### src/rtl/bcd_pkg.sv
// Shared types for the sequential binary-to-BCD converter.
package bcd_pkg;

    localparam int BCD_DIGIT_W = 4;

    typedef logic [BCD_DIGIT_W-1:0] bcd_digit_t;

    typedef enum logic [1:0] {
        IDLE,
        SHIFT,
        DONE
    } bcd_state_e;

endpackage

### src/rtl/bcd_digit_adj.sv
// Double-dabble digit correction: adds 3 to a BCD digit of 5 or more before the shift.
// Combinational, zero latency; no handshake.
module bcd_digit_adj
    import bcd_pkg::*;
(
    input  logic [3:0] din,
    output logic [3:0] dout
);

    bcd_digit_t d;

    assign d    = din;
    assign dout = (d >= 4'd5) ? d + 4'd3 : d;

endmodule

### src/rtl/bin2bcd_seq.sv
// W-bit binary to DIGITS-digit BCD, one bit per clock (shift-add-3), sticky overflow.
// Latency W+1 cycles from capture to out_valid; initiation interval W+2.
// Backpressure: result held in DONE until out_ready; no input accepted outside IDLE.
module bin2bcd_seq
    import bcd_pkg::*;
#(
    parameter int W      = 8,
    parameter int DIGITS = 3
) (
    input  logic                           clk,
    input  logic                           rst,
    input  logic                           in_valid,
    output logic                           in_ready,
    input  logic [W-1:0]                   bin,
    output logic                           out_valid,
    input  logic                           out_ready,
    output logic [BCD_DIGIT_W*DIGITS-1:0]  bcd,
    output logic                           overflow
);

    localparam int BW = BCD_DIGIT_W * DIGITS;
    localparam int CW = $clog2(W + 1);

    bcd_state_e      state, state_nxt;
    logic [CW-1:0]   cnt;
    logic [W-1:0]    sreg, sreg_nxt;
    logic [BW-1:0]   acc, acc_adj, acc_nxt;
    logic            ovf_acc, ovf_nxt;
    logic [BW-1:0]   bcd_q;
    logic            ovf_q;
    logic            last;

    for (genvar g = 0; g < DIGITS; g++) begin : g_adj
        bcd_digit_adj u_adj (
            .din  (acc[g*BCD_DIGIT_W +: BCD_DIGIT_W]),
            .dout (acc_adj[g*BCD_DIGIT_W +: BCD_DIGIT_W])
        );
    end

    // The bit leaving the top digit is worth 10^DIGITS; it only feeds overflow.
    assign {acc_nxt, sreg_nxt} = {acc_adj, sreg} << 1;
    assign ovf_nxt             = ovf_acc | acc_adj[BW-1];
    assign last                = (cnt == CW'(1));

    always_comb begin
        state_nxt = state;
        case (state)
            IDLE:    if (in_valid)  state_nxt = SHIFT;
            SHIFT:   if (last)      state_nxt = DONE;
            DONE:    if (out_ready) state_nxt = IDLE;
            default:                state_nxt = IDLE;
        endcase
    end

    always_ff @(posedge clk) begin
        if (rst) begin
            state   <= IDLE;
            cnt     <= '0;
            sreg    <= '0;
            acc     <= '0;
            ovf_acc <= 1'b0;
            bcd_q   <= '0;
            ovf_q   <= 1'b0;
        end else begin
            state <= state_nxt;
            case (state)
                IDLE: begin
                    if (in_valid) begin
                        sreg    <= bin;
                        acc     <= '0;
                        ovf_acc <= 1'b0;
                        cnt     <= CW'(W);
                    end
                end
                SHIFT: begin
                    sreg    <= sreg_nxt;
                    acc     <= acc_nxt;
                    ovf_acc <= ovf_nxt;
                    cnt     <= cnt - CW'(1);
                    // Outputs only change on the final shift, so they hold across captures.
                    if (last) begin
                        bcd_q <= acc_nxt;
                        ovf_q <= ovf_nxt;
                    end
                end
                default: ;
            endcase
        end
    end

    // Gating with rst keeps the converter from advertising readiness during reset.
    assign in_ready  = (state == IDLE) && !rst;
    assign out_valid = (state == DONE);
    assign bcd       = bcd_q;
    assign overflow  = ovf_q;

endmodule

### config.mk
export PLATFORM = sky130hd
export DESIGN_NAME = bin2bcd_seq
export DESIGN_NICKNAME = d
export VERILOG_FILES = /design/src/rtl/bcd_pkg.sv /design/src/rtl/bcd_digit_adj.sv /design/src/rtl/bin2bcd_seq.sv
export SDC_FILE = /design/constraint.sdc
export NUM_CORES = 1
export LEC_CHECK = 0
export CORE_MARGIN = 2
export CORE_UTILIZATION = 53
export DETAILED_ROUTE_END_ITERATION = 6
export GPL_TIMING_DRIVEN = 0
export PLACE_DENSITY = 0.77
export SYNTH_ARGS = -nofsm -noshare
export SYNTH_HDL_FRONTEND = slang
export SYNTH_SLANG_ARGS = --single-unit
### constraint.sdc
create_clock -name clk -period 1.9 [get_ports clk]
set_input_delay 0.475 -clock clk [delete_from_list [all_inputs] [get_ports clk]]
set_output_delay 0.475 -clock clk [all_outputs]
set_load 0.02 [all_outputs]
; Word-level counts from Yosys, hierarchy flattened
; Index checks and enable logic that the tools add are counted.
[totals]
out_inout_bits = 15
in_bits = 12
register_bits = 40
word_cells = 43
[op_classes]
n_eq_ne = 6
mux = 15
n_reduce_logical = 7
order_cmp = 3
n_bitwise = 1
add_sub_neg = 4
[ops]
columns = cell, n
row1 = $pmux W12 S2, 1
row2 = $mux W4, 4
row3 = $pmux W8 S2, 1
row4 = $add A4 B2 Y4 const B, 3
row5 = $ge A4 B3 Y1 const B, 3
row6 = $mux W12, 1
row7 = $mux W8, 1
row8 = $pmux W4 S2, 1
row9 = $mux W2, 3
row10 = $pmux W2 S3, 1
row11 = $eq A4 B1 Y1 const B, 1
row12 = $ne A2 B2 Y1 const B, 2
row13 = $reduce_and A2 Y1, 2
row14 = $sub A4 B1 Y4 const B, 1
row15 = $reduce_and A3 Y1, 1
row16 = $eq A2 B1 Y1 const B, 1
row17 = $eq A2 B2 Y1 const B, 1
row18 = $logic_not A2 Y1, 1
row19 = $ne A2 B1 Y1 const B, 1
row20 = $pmux W1 S2, 1
row21 = $reduce_bool A2 Y1, 1
row22 = $logic_and A1 B1 Y1, 1
row23 = $logic_not A1 Y1, 1
row24 = $mux W1, 1
row25 = $or A1 B1 Y1, 1

; Logic depth before layout (Yosys ltp)
; Gate-level depths: netlist of run 1.
[depth]
ltp_word = 4
mapped_depth = 7
ltp_nobuf = 6

; By module
; From an unflattened synthesis of run 1, not the netlist that was laid out.
[hier_totals]
hier_cells = 224
area_unflattened_um2 = 2030.7
[modules_own_cells]
columns = module, area_per_inst_um2, seq_area_each_um2, cells_each, instances
row1 = bin2bcd_seq, 1726.7, 800.8, 176, 1
row2 = bcd_digit_adj, 101.3, 0.0, 16, 3

; Worst setup path before layout of run 1
; Ideal clock, no wire load.
[synth_timing]
path_type = register to output
from = reg state[1]
to = out in_ready
required_time_ps = 1425
arrival_time_ps = 1181
path_slack_ps = 244
path_buffers = 2
path_stages_with_launch = 4
cell_sequence = dfxtp_1 -> clkbuf_1 -> clkbuf_1 -> nor3_1
[synth_between]
elab_chain_cells = 2
[synth_rtl]
columns = item, line_no
row1 = from (decl), bin2bcd_seq.sv:24  ; bcd_state_e state, state_nxt;
row2 = from (signal assigned), bin2bcd_seq.sv:65  ; state <= state_nxt;
row3 = $logic_not A2 Y1, bin2bcd_seq.sv:92  ; assign in_ready = (state == IDLE) && !rst;
row4 = $logic_and A1 B1 Y1, bin2bcd_seq.sv:92
row5 = to (decl), bin2bcd_seq.sv:13  ; output logic in_ready,
; No other way between the ends.

; Worst setup path in the final report of run 1
[layout_timing]
from = in rst
to = out in_ready
[layout_between]
elab_chain_cells = 2
[layout_rtl]
columns = item, line_no
row1 = from (decl), bin2bcd_seq.sv:11  ; input logic rst,
row2 = $logic_not A1 Y1, bin2bcd_seq.sv:92
row3 = $logic_and A1 B1 Y1, bin2bcd_seq.sv:92
; No other way between the ends.

==> key figures, run 1 <==
Status
  • Outcome: complete, no violations

Clock network
  • CTS tree: built
  • CTS Sinks: 40
  • Clk buf depth: 2
  • Num CTS Buffers: 5
  • Max H-tree Level: 2
  • Root Driver: clkbuf_4
  • Hold buffers post-CTS: 0
  • Worst-Skew Late Latency: 350 ps
  • Worst-path clk slew: 110 ps

Final layout
  • Syn-to-layout area delta: 19.1%
  • Post-route cell area: 0.00227 mm^2
  • Fin nets: 260
  • Most common cell after layout, fill and taps aside: dfxtp_1
  • Antenna cells: 0
  • Commonest non-fill, non-tap cells in the layout: 38 x dfxtp_1, 26 x nor2_1, 22 x clkdlybuf4s50_1, 18 x a21oi_1, 10 x inv_1
  • Share of layout cells above drive strength 1: 0.129
  • Final std cells w/o fill: 286
  • Fin util: 0.669

STA
  • Worst Clk Skew: 5.75 ps
  • Slew headroom: 0.659
  • # setup viols final: 0
  • Crit share post-route: 0.946
  • RSZ-0062 raised after global routing: false
  • Max frequency: 557 MHz
  • Final hold viol count: 0
  • Minimum clock period: 1800 ps
  • Fin. max-slew vios: 0
  • Worst-Margin Slew: 509 ps

Detailed routing
  • ANT nets after route: 0
  • Final WL: 3.83 mm
  • Via density per instance: 5.43
  • 1st-iter DRT viols: 66
  • Wirelength per Cell: 13.4 um
  • # DRC: 0
  • Vias: 1553
  • Drt pass-1 iters: 5

Die
  • Die Ht: 63.9 um
  • Starting density of the core: 0.561
  • Core area: 0.00339 mm^2
  • Die width: 63.9 um
  • FP Rows: 21
  • Die Area: 0.00409 mm^2
  • # IOs: 27

Global route
  • GRT Total Usage: 0.215
  • Number of global-route vias before repair: 1427
  • Initial antenna violation count: 0
  • Met3 Use GR: 0.0475
  • Largest net degree at the start of global routing: 12
  • GR peak layer: met2
  • Met1 Usage GRT: 0.303
  • Global-route wire length before repair: 6.76 mm
  • Total gr overflow: 0
  • Met2 usage: 0.314

Logic synthesis
  • Synthesis Warnings: 0
  • Post-synth top area cell: dfxtp_1
  • Post-Syn Nets: 229
  • Post-Syn Instances: 209
  • Top cells by area, synth: dfxtp_1 42%, ha_1 5.3%, nor2_1 5.1%, a21oi_1 4.7%, o221a_2 4.1%
  • Avg Inst Size Synth: 9.11 um^2
  • Seq/Total Area, Yosys: 0.421
  • Asr flop ratio synth: 0
  • Primary FF master, synth: dfxtp_1
  • Share of the synthesized area in the top cell type: 0.421
  • Yosys reg bits: 40
  • Number of distinct library cells after synthesis: 40
  • Syn Std Cell Area: 0.00190 mm^2
  • Post-synth EDFFs: 0

Place
  • Port bufs: 25
  • Cells after DPL: 280
  • Routability cong.: 0.790
  • DP HPWL: 2.83 mm
  • Post-DP Area: 0.00221 mm^2

Critical path
  • Crit path arrival time: 1320 ps
  • Critical Path Fanout Max: 10
  • Nature of the critical path startpoint: primary input
  • Critical R2R Launch: cnt[0]
  • Critical Setup Path Class: primary input to output pin
  • Worst Setup SP: rst
  • Critical Path End Type: output pin
  • Worst r2r path cells: 6
  • Worst endpoint required time: 1420 ps

Pwr
  • Power Density: 680 mW/mm^2
  • Leakage: 0.000908 uW
  • Peak VDD IR: 445 uV
  • Power Total: 1540 uW

Worst hold path
  • Worst hold path cell count: 2
  • Hold_sp: bcd[0]
  • Worst min-delay path class: register to register

Job
  • MaxCap Viol Count: 0
where the power goes:
part	internal, uW	switching, uW
registers	874	26.7
clock network	136	263
logic	117	124
total	1130	414
layout make-up:
type                    count  area (um^2)
fillers                   288         1120
plain buffers               9         52.6
clock buffers               6         41.3
inverters                  10         37.5
repair buffers             26          253
well taps                  46         57.6
multi-input cells         148         1010
flip-flops and latches     40          806
clock inverters             1         5.00
worst paths after layout:
kind,to,slack [ps]
worst min-delay path,bcd[0],470
worst min register to register,bcd[0],470
worst max register to register,bcd[11],220
worst max-delay path,in_ready,100
worst max-delay path: stages:
cell and delay [ps]:
dlygate4sd2_1 340, clkbuf_4 290, nor3_2 50, buf_4 160
flip-flops by register name, indices dropped and copies added (netlist names):
signal	cells
acc	12
bcd	12
sreg	8
cnt	4
state	2
overflow	1
ovf_acc	1
layer usage:
layer / vias to the layer above / part of all wire
met5: - / 0
met4: 0 / 0.021
met3: 8 / 0.051
met2: 36 / 0.43
met1: 697 / 0.50
li1: 812 / -
metrics by stage:
step | worst slack [ps] | hold WS [ps] | TNS [ps]
6_report | 103 | 467 | 0
5_1_grt | 27.0 | 491 | 0
4_1_cts | -2.63 | 473 | -2.63
3_5_place_dp | -768 | 458 | -1240
3_3_place_gp | -757 | 443 | -1280
2_1_floorplan | 244 | 445 | 0
kinds of logic (layout without fill, tap and decap cells):
| group | count (synthesis) | count (layout) | synth area share |
|---|---|---|---|
| simple gates | 73 | 73 | 0.218 |
| buf+inv | 21 | 52 | 0.0493 |
| fa+ha+maj | 8 | 8 | 0.0526 |
| flops | 40 | 40 | 0.421 |
| mux | 4 | 4 | 0.0217 |
| compound gates | 60 | 60 | 0.224 |
| xor+xnor | 3 | 3 | 0.0138 |
Yosys cell counts (2+ instances only):
library cell,number
o21ai_0,8
inv_1,10
a211oi_1,8
nor2b_1,7
nand2b_1,4
o2bb2ai_1,2
xnor2_1,3
nand3_1,4
a22oi_1,2
o221a_2,7
a22o_1,5
buf_2,3
and3_1,5
nand2_1,3
ha_1,8
dfxtp_1,40
nor3b_1,6
a21oi_1,18
nor3_1,8
nor2_1,26
mux2i_1,3
clkbuf_1,6
a21o_1,5
or2b_1,2
repair_timing:
| action | 4_1_cts | 5_1_grt |
|---|---|---|
| pin swaps | 0 | 0 |
| endpoints found under the setup margin | 2 | 1 |
| buffers inserted | 0 | 1 |
| resized for setup | 15 | 1 |
| endpoints found under the hold margin | 0 | 0 |
Note: power is estimated with default switching activity, not from simulation.
==> run 2, diff against run 1 <==
- GPL_TIMING_DRIVEN: 0 -> unset
==> key figures, run 2 (same netlist as run 1, synthesis figures left out) <==
Status
  • Outcome: complete, no violations

Place
  • DP HPWL: 2.93 mm
  • Port bufs: 26
  • Routability cong.: 0.751

Clock network
  • CTS tree: built
  • Root Driver: clkbuf_4
  • CTS Sinks: 40
  • Clk buf depth: 2
  • Max H-tree Level: 2
  • Worst-path clk slew: 110 ps
  • Hold buffers post-CTS: 0
  • Worst-Skew Late Latency: 340 ps
  • Num CTS Buffers: 5
  • Post CTS Setup Buffer Count: 0

STA
  • Minimum clock period: 1870 ps
  • Worst-Margin Slew: 455 ps
  • Worst Clk Skew: 8.75 ps
  • Fin. max-slew vios: 0
  • Final setup TNS: 0 ps
  • RSZ-0062 raised after global routing: false
  • Slew headroom: 0.696
  • Final hold viol count: 0
  • # setup viols final: 0
  • Crit share post-route: 0.982
  • Max frequency: 536 MHz

Die
  • FP Rows: 21
  • Die Area: 0.00409 mm^2
  • Die width: 63.9 um
  • # IOs: 27
  • Die Ht: 63.9 um
  • Starting density of the core: 0.561
  • Core area: 0.00339 mm^2

Critical path
  • Critical path's top delay family: buffers and inverters
  • Instance count on the critical path: 3
  • Worst path max stage delay: 420 ps
  • Worst r2r path cells: 5
  • Nature of the critical path startpoint: primary input
  • Worst Setup SP: rst
  • Critical Path End Type: output pin
  • CP Capture Point: in_ready
  • Crit path arrival time: 1390 ps
  • Critical Path Fanout Max: 2
  • Crit-path cells: clkdlybuf4s50_1 > nor3_1 > clkdlybuf4s15_1
  • R2r endpoint: bcd[11]
  • Critical Setup Path Class: primary input to output pin
  • CP max stage cell: clkdlybuf4s50_1
  • Critical R2R Launch: state[0]
  • R2r setup slk: 250 ps
  • Buf/Inv on CP: 2
  • Worst endpoint required time: 1420 ps

Global route
  • Initial antenna violation count: 0
  • GRT Total Usage: 0.220
  • Number of global-route vias before repair: 1610
  • Total gr overflow: 0
  • Global-route wire length before repair: 7.11 mm
  • Largest net degree at the start of global routing: 24

Final layout
  • Antenna cells: 0
  • Most common cell after layout, fill and taps aside: dfxtp_1
  • Syn-to-layout area delta: 20.8%
  • Fin nets: 259
  • Share of layout cells above drive strength 1: 0.121
  • Filler Cells Inserted: 258
  • Commonest non-fill, non-tap cells in the layout: 40 x dfxtp_1, 26 x nor2_1, 24 x clkdlybuf4s50_1, 18 x a21oi_1, 10 x inv_1

Detailed routing
  • Final WL: 4.01 mm
  • Vias: 1613
  • # DRC: 0
  • ANT nets after route: 0
  • Wirelength per Cell: 14.0 um
  • Via density per instance: 5.64
  • Drt pass-1 iters: 4
  • 1st-iter DRT viols: 64

Pwr
  • Power Density: 737 mW/mm^2
  • Peak VDD IR: 589 uV
  • Leakage: 0.000925 uW
  • Power Total: 1690 uW

Worst hold path
  • Worst min-delay path class: register to register

Job
  • MaxCap Viol Count: 0
run 2: cell types whose count changed in the layout (fill, tap and decap cells not counted), sizes merged:
cell | before | now
clkdlybuf4s15 | 0 | 1
dlygate4sd2 | 2 | 1
buf | 6 | 8
clkbuf | 11 | 6
clkdlybuf4s50 | 22 | 24
bufinv | 0 | 1
run 2: layer usage:
metal  up-vias  wire length, um  track usage
met5         -                0            0
met4         0               65       0.0842
met3         9              134       0.0458
met2        33             1920        0.367
met1       761             1890        0.279
li1        810                -            -
run 2: report_power, final:
group	switching (uW)	internal [uW]	total (uW)
sequential	25.3	875	900
clock	272	276	548
combinational	126	120	246
total	423	1270	1690
run 2: how the worst min path moves through the flow:
| stage | slack, ps | to | from | cells after the start |
|---|---|---|---|---|
| 2_1_floorplan | 450 | bcd[0] | sreg[7] | 2 |
| 4_1_cts | 460 | bcd[0] | bcd[0] | 2 |
| 5_1_grt | 500 | bcd[0] | bcd[0] | 2 |
| 6_report | 460 | bcd[0] | bcd[0] | 2 |
| 3_5_place_dp | 450 | bcd[0] | bcd[0] | 2 |
| 3_3_place_gp | 440 | bcd[0] | bcd[0] | 2 |
run 2: repair_timing:
action,in CTS,in global routing
setup endpoints to repair,2,1
resized for setup,2,1
pin swaps,0,0
run 2: cell type report:
| cell class | instances | area, um^2 | area share |
|---|---|---|---|
| Timing Repair Buffer | 34 | 319 | 0.139 |
| Clock inverter | 2 | 35.0 | 0.0152 |
| Inverter | 10 | 37.5 | 0.0163 |
| Tap cell | 46 | 57.6 | 0.0250 |
| Multi-Input combinational cell | 148 | 1010 | 0.439 |
| Clock buffer | 6 | 41.3 | 0.0180 |
| Sequential cell | 40 | 801 | 0.348 |
run 2: worst reg2reg max path, delay by kind of cell (launching register included):
kind / cells / cell delay, ps
buffers and inverters: 1 / 260
DFF: 1 / 400
AOI/OAI and AO/OA: 1 / 320
and+or+nand+nor: 3 / 580
run 2: per-stage QoR:
step,utilization,setup WS (ps),instance area (um^2),cells,hold WS (ps)
2_1_floorplan,-,244,1900,209,445
3_3_place_gp,0.656,-269,2220,278,442
3_5_place_dp,0.656,-269,2220,278,446
4_1_cts,0.678,19.9,2300,286,462
5_1_grt,0.678,12.0,2300,286,497
6_report,0.678,35.0,2300,286,460
==> run 3, diff against run 2 <==
- CORE_UTILIZATION: 53 -> 60
- DONT_BUFFER_PORTS: unset -> 1
- PLACE_DENSITY: 0.77 -> 0.75
- REMOVE_ABC_BUFFERS: unset -> 1
==> key figures, run 3 (same netlist as run 1, synthesis figures left out) <==
Critical path
  • CP max stage cell: dfxtp_2
  • Crit-path cells: buf_4 > and2b_1
  • Critical Path Fanout Max: 13
  • Worst path max stage delay: 480 ps
  • R2r endpoint: bcd[9]
  • R2r setup slk: 310 ps
  • Worst r2r path cells: 5
  • Critical R2R Launch: cnt[0]
  • Nature of the critical path startpoint: register
  • Critical Setup Path Class: register to output pin
  • Worst endpoint required time: 1420 ps
  • Critical Path End Type: output pin
  • Crit path arrival time: 1310 ps

Clock network
  • Max H-tree Level: 2
  • CTS Sinks: 40
  • CTS tree: built
  • Worst-path clk slew: 120 ps
  • Worst-Skew Late Latency: 340 ps
  • Root Driver: clkbuf_4
  • Hold buffers post-CTS: 0
  • Clk buf depth: 2
  • Num CTS Buffers: 5

Detailed routing
  • Wirelength per Cell: 15.8 um
  • # DRC: 0
  • Vias: 1551
  • ANT nets after route: 0
  • Drt pass-1 iters: 4
  • Final WL: 4.01 mm
  • 1st-iter DRT viols: 94
  • Via density per instance: 6.11

STA
  • Final setup TNS: 0 ps
  • Worst Clk Skew: 11.9 ps
  • Minimum clock period: 1780 ps
  • Slew headroom: 0.636
  • RSZ-0062 raised after global routing: false
  • Fin. max-slew vios: 0
  • Max frequency: 561 MHz
  • # setup viols final: 0
  • Final hold viol count: 0
  • Worst-Margin Slew: 545 ps
  • Crit share post-route: 0.938
  • Worst hold margin: 188 ps

Die
  • Die width: 60.3 um
  • Starting density of the core: 0.629
  • FP Rows: 20
  • Die Ht: 60.3 um
  • Core area: 0.00303 mm^2
  • # IOs: 27
  • Die Area: 0.00364 mm^2

Place
  • Port bufs: 0
  • Routability cong.: 0.770
  • Cells after DPL: 246
  • Post-DP Area: 0.00193 mm^2
  • DP HPWL: 2.87 mm

Status
  • Outcome: complete, no violations

Pwr
  • Power Density: 815 mW/mm^2
  • Peak VDD IR: 373 uV
  • Leakage: 0.000805 uW
  • Power Total: 1640 uW

Final layout
  • Commonest non-fill, non-tap cells in the layout: 39 x dfxtp_1, 26 x nor2_1, 18 x a21oi_1, 10 x inv_1
  • Share of layout cells above drive strength 1: 0.124
  • Filler Cells Inserted: 264
  • Fin nets: 229
  • Syn-to-layout area delta: 5.59%
  • Antenna cells: 0
  • Post-route cell area: 0.00201 mm^2
  • Final std cells w/o fill: 254
  • Most common cell after layout, fill and taps aside: dfxtp_1

Worst hold path
  • Worst hold path cell count: 1
  • Worst min-delay path class: primary input to register
  • Hold_sp: rst
  • Hold Crit Endpoint: cnt[3]

Global route
  • Largest net degree at the start of global routing: 25
  • GRT Total Usage: 0.239
  • Total gr overflow: 0
  • Initial antenna violation count: 0
  • Global-route wire length before repair: 6.50 mm
  • Number of global-route vias before repair: 1530

Job
  • MaxCap Viol Count: 0
run 3: cell types whose count changed in the layout (fill, tap and decap cells not counted):
cell	delta
buf_4	-4
clkdlybuf4s15_1	-1
clkdlybuf4s50_1	-24
dfxtp_1	-1
dfxtp_2	+1
dlygate4sd2_1	-1
run 3: critical path: cells and delay by family, from the launching register on:
kind                   cells  cell delay (ps)
buffers and inverters      1              210
and+or+nand+nor            1              270
DFF                        1              480
run 3: report_power, final:
group          internal, uW  switching [uW]  total (uW)
Sequential              875            40.4         915
Combinational          84.7            95.7         180
Clock                   276             266         542
run 3: per-stage QoR:
stage	utilization	worst slack [ps]
floorplan	-	161
global placement	0.638	368
detailed placement	0.638	331
CTS	0.664	106
global route	0.664	39.6
finish	0.664	117
run 3: area by class of cell:
type | instances | area, um^2 | area share
inverter | 10 | 37.5 | 0.0187
sequential | 40 | 802 | 0.399
clock buffer | 6 | 41.3 | 0.0205
tap | 44 | 55.1 | 0.0274
multi-input combinational | 148 | 1010 | 0.502
clock inverter | 2 | 35.0 | 0.0174
timing repair buffer | 4 | 30.0 | 0.0149
run 3: timing repair:
action / 4_1_cts / 5_1_grt
gates resized for setup: 1 / 0
endpoints found under the hold margin: 0 / 0
buffers inserted: 0 / 0
setup endpoints to repair: 1 / 0
run 3: worst max path at each step:
stage | end | startpoint | slack, ps
2_1_floorplan | acc[10] | state[0] | 160
3_3_place_gp | out_valid | state[0] | 370
3_5_place_dp | bcd[5] | cnt[0] | 330
4_1_cts | out_valid | state[0] | 110
5_1_grt | out_valid | state[0] | 40
6_report | out_valid | state[0] | 120
run 3: layer usage:
layer / global-route usage / up-vias / wire (um)
met4: 0.0857 / 0 / 44
met1: 0.268 / 763 / 1710
li1: - / 749 / -
met5: 0 / - / 0
met2: 0.432 / 32 / 2040
met3: 0.0628 / 7 / 211
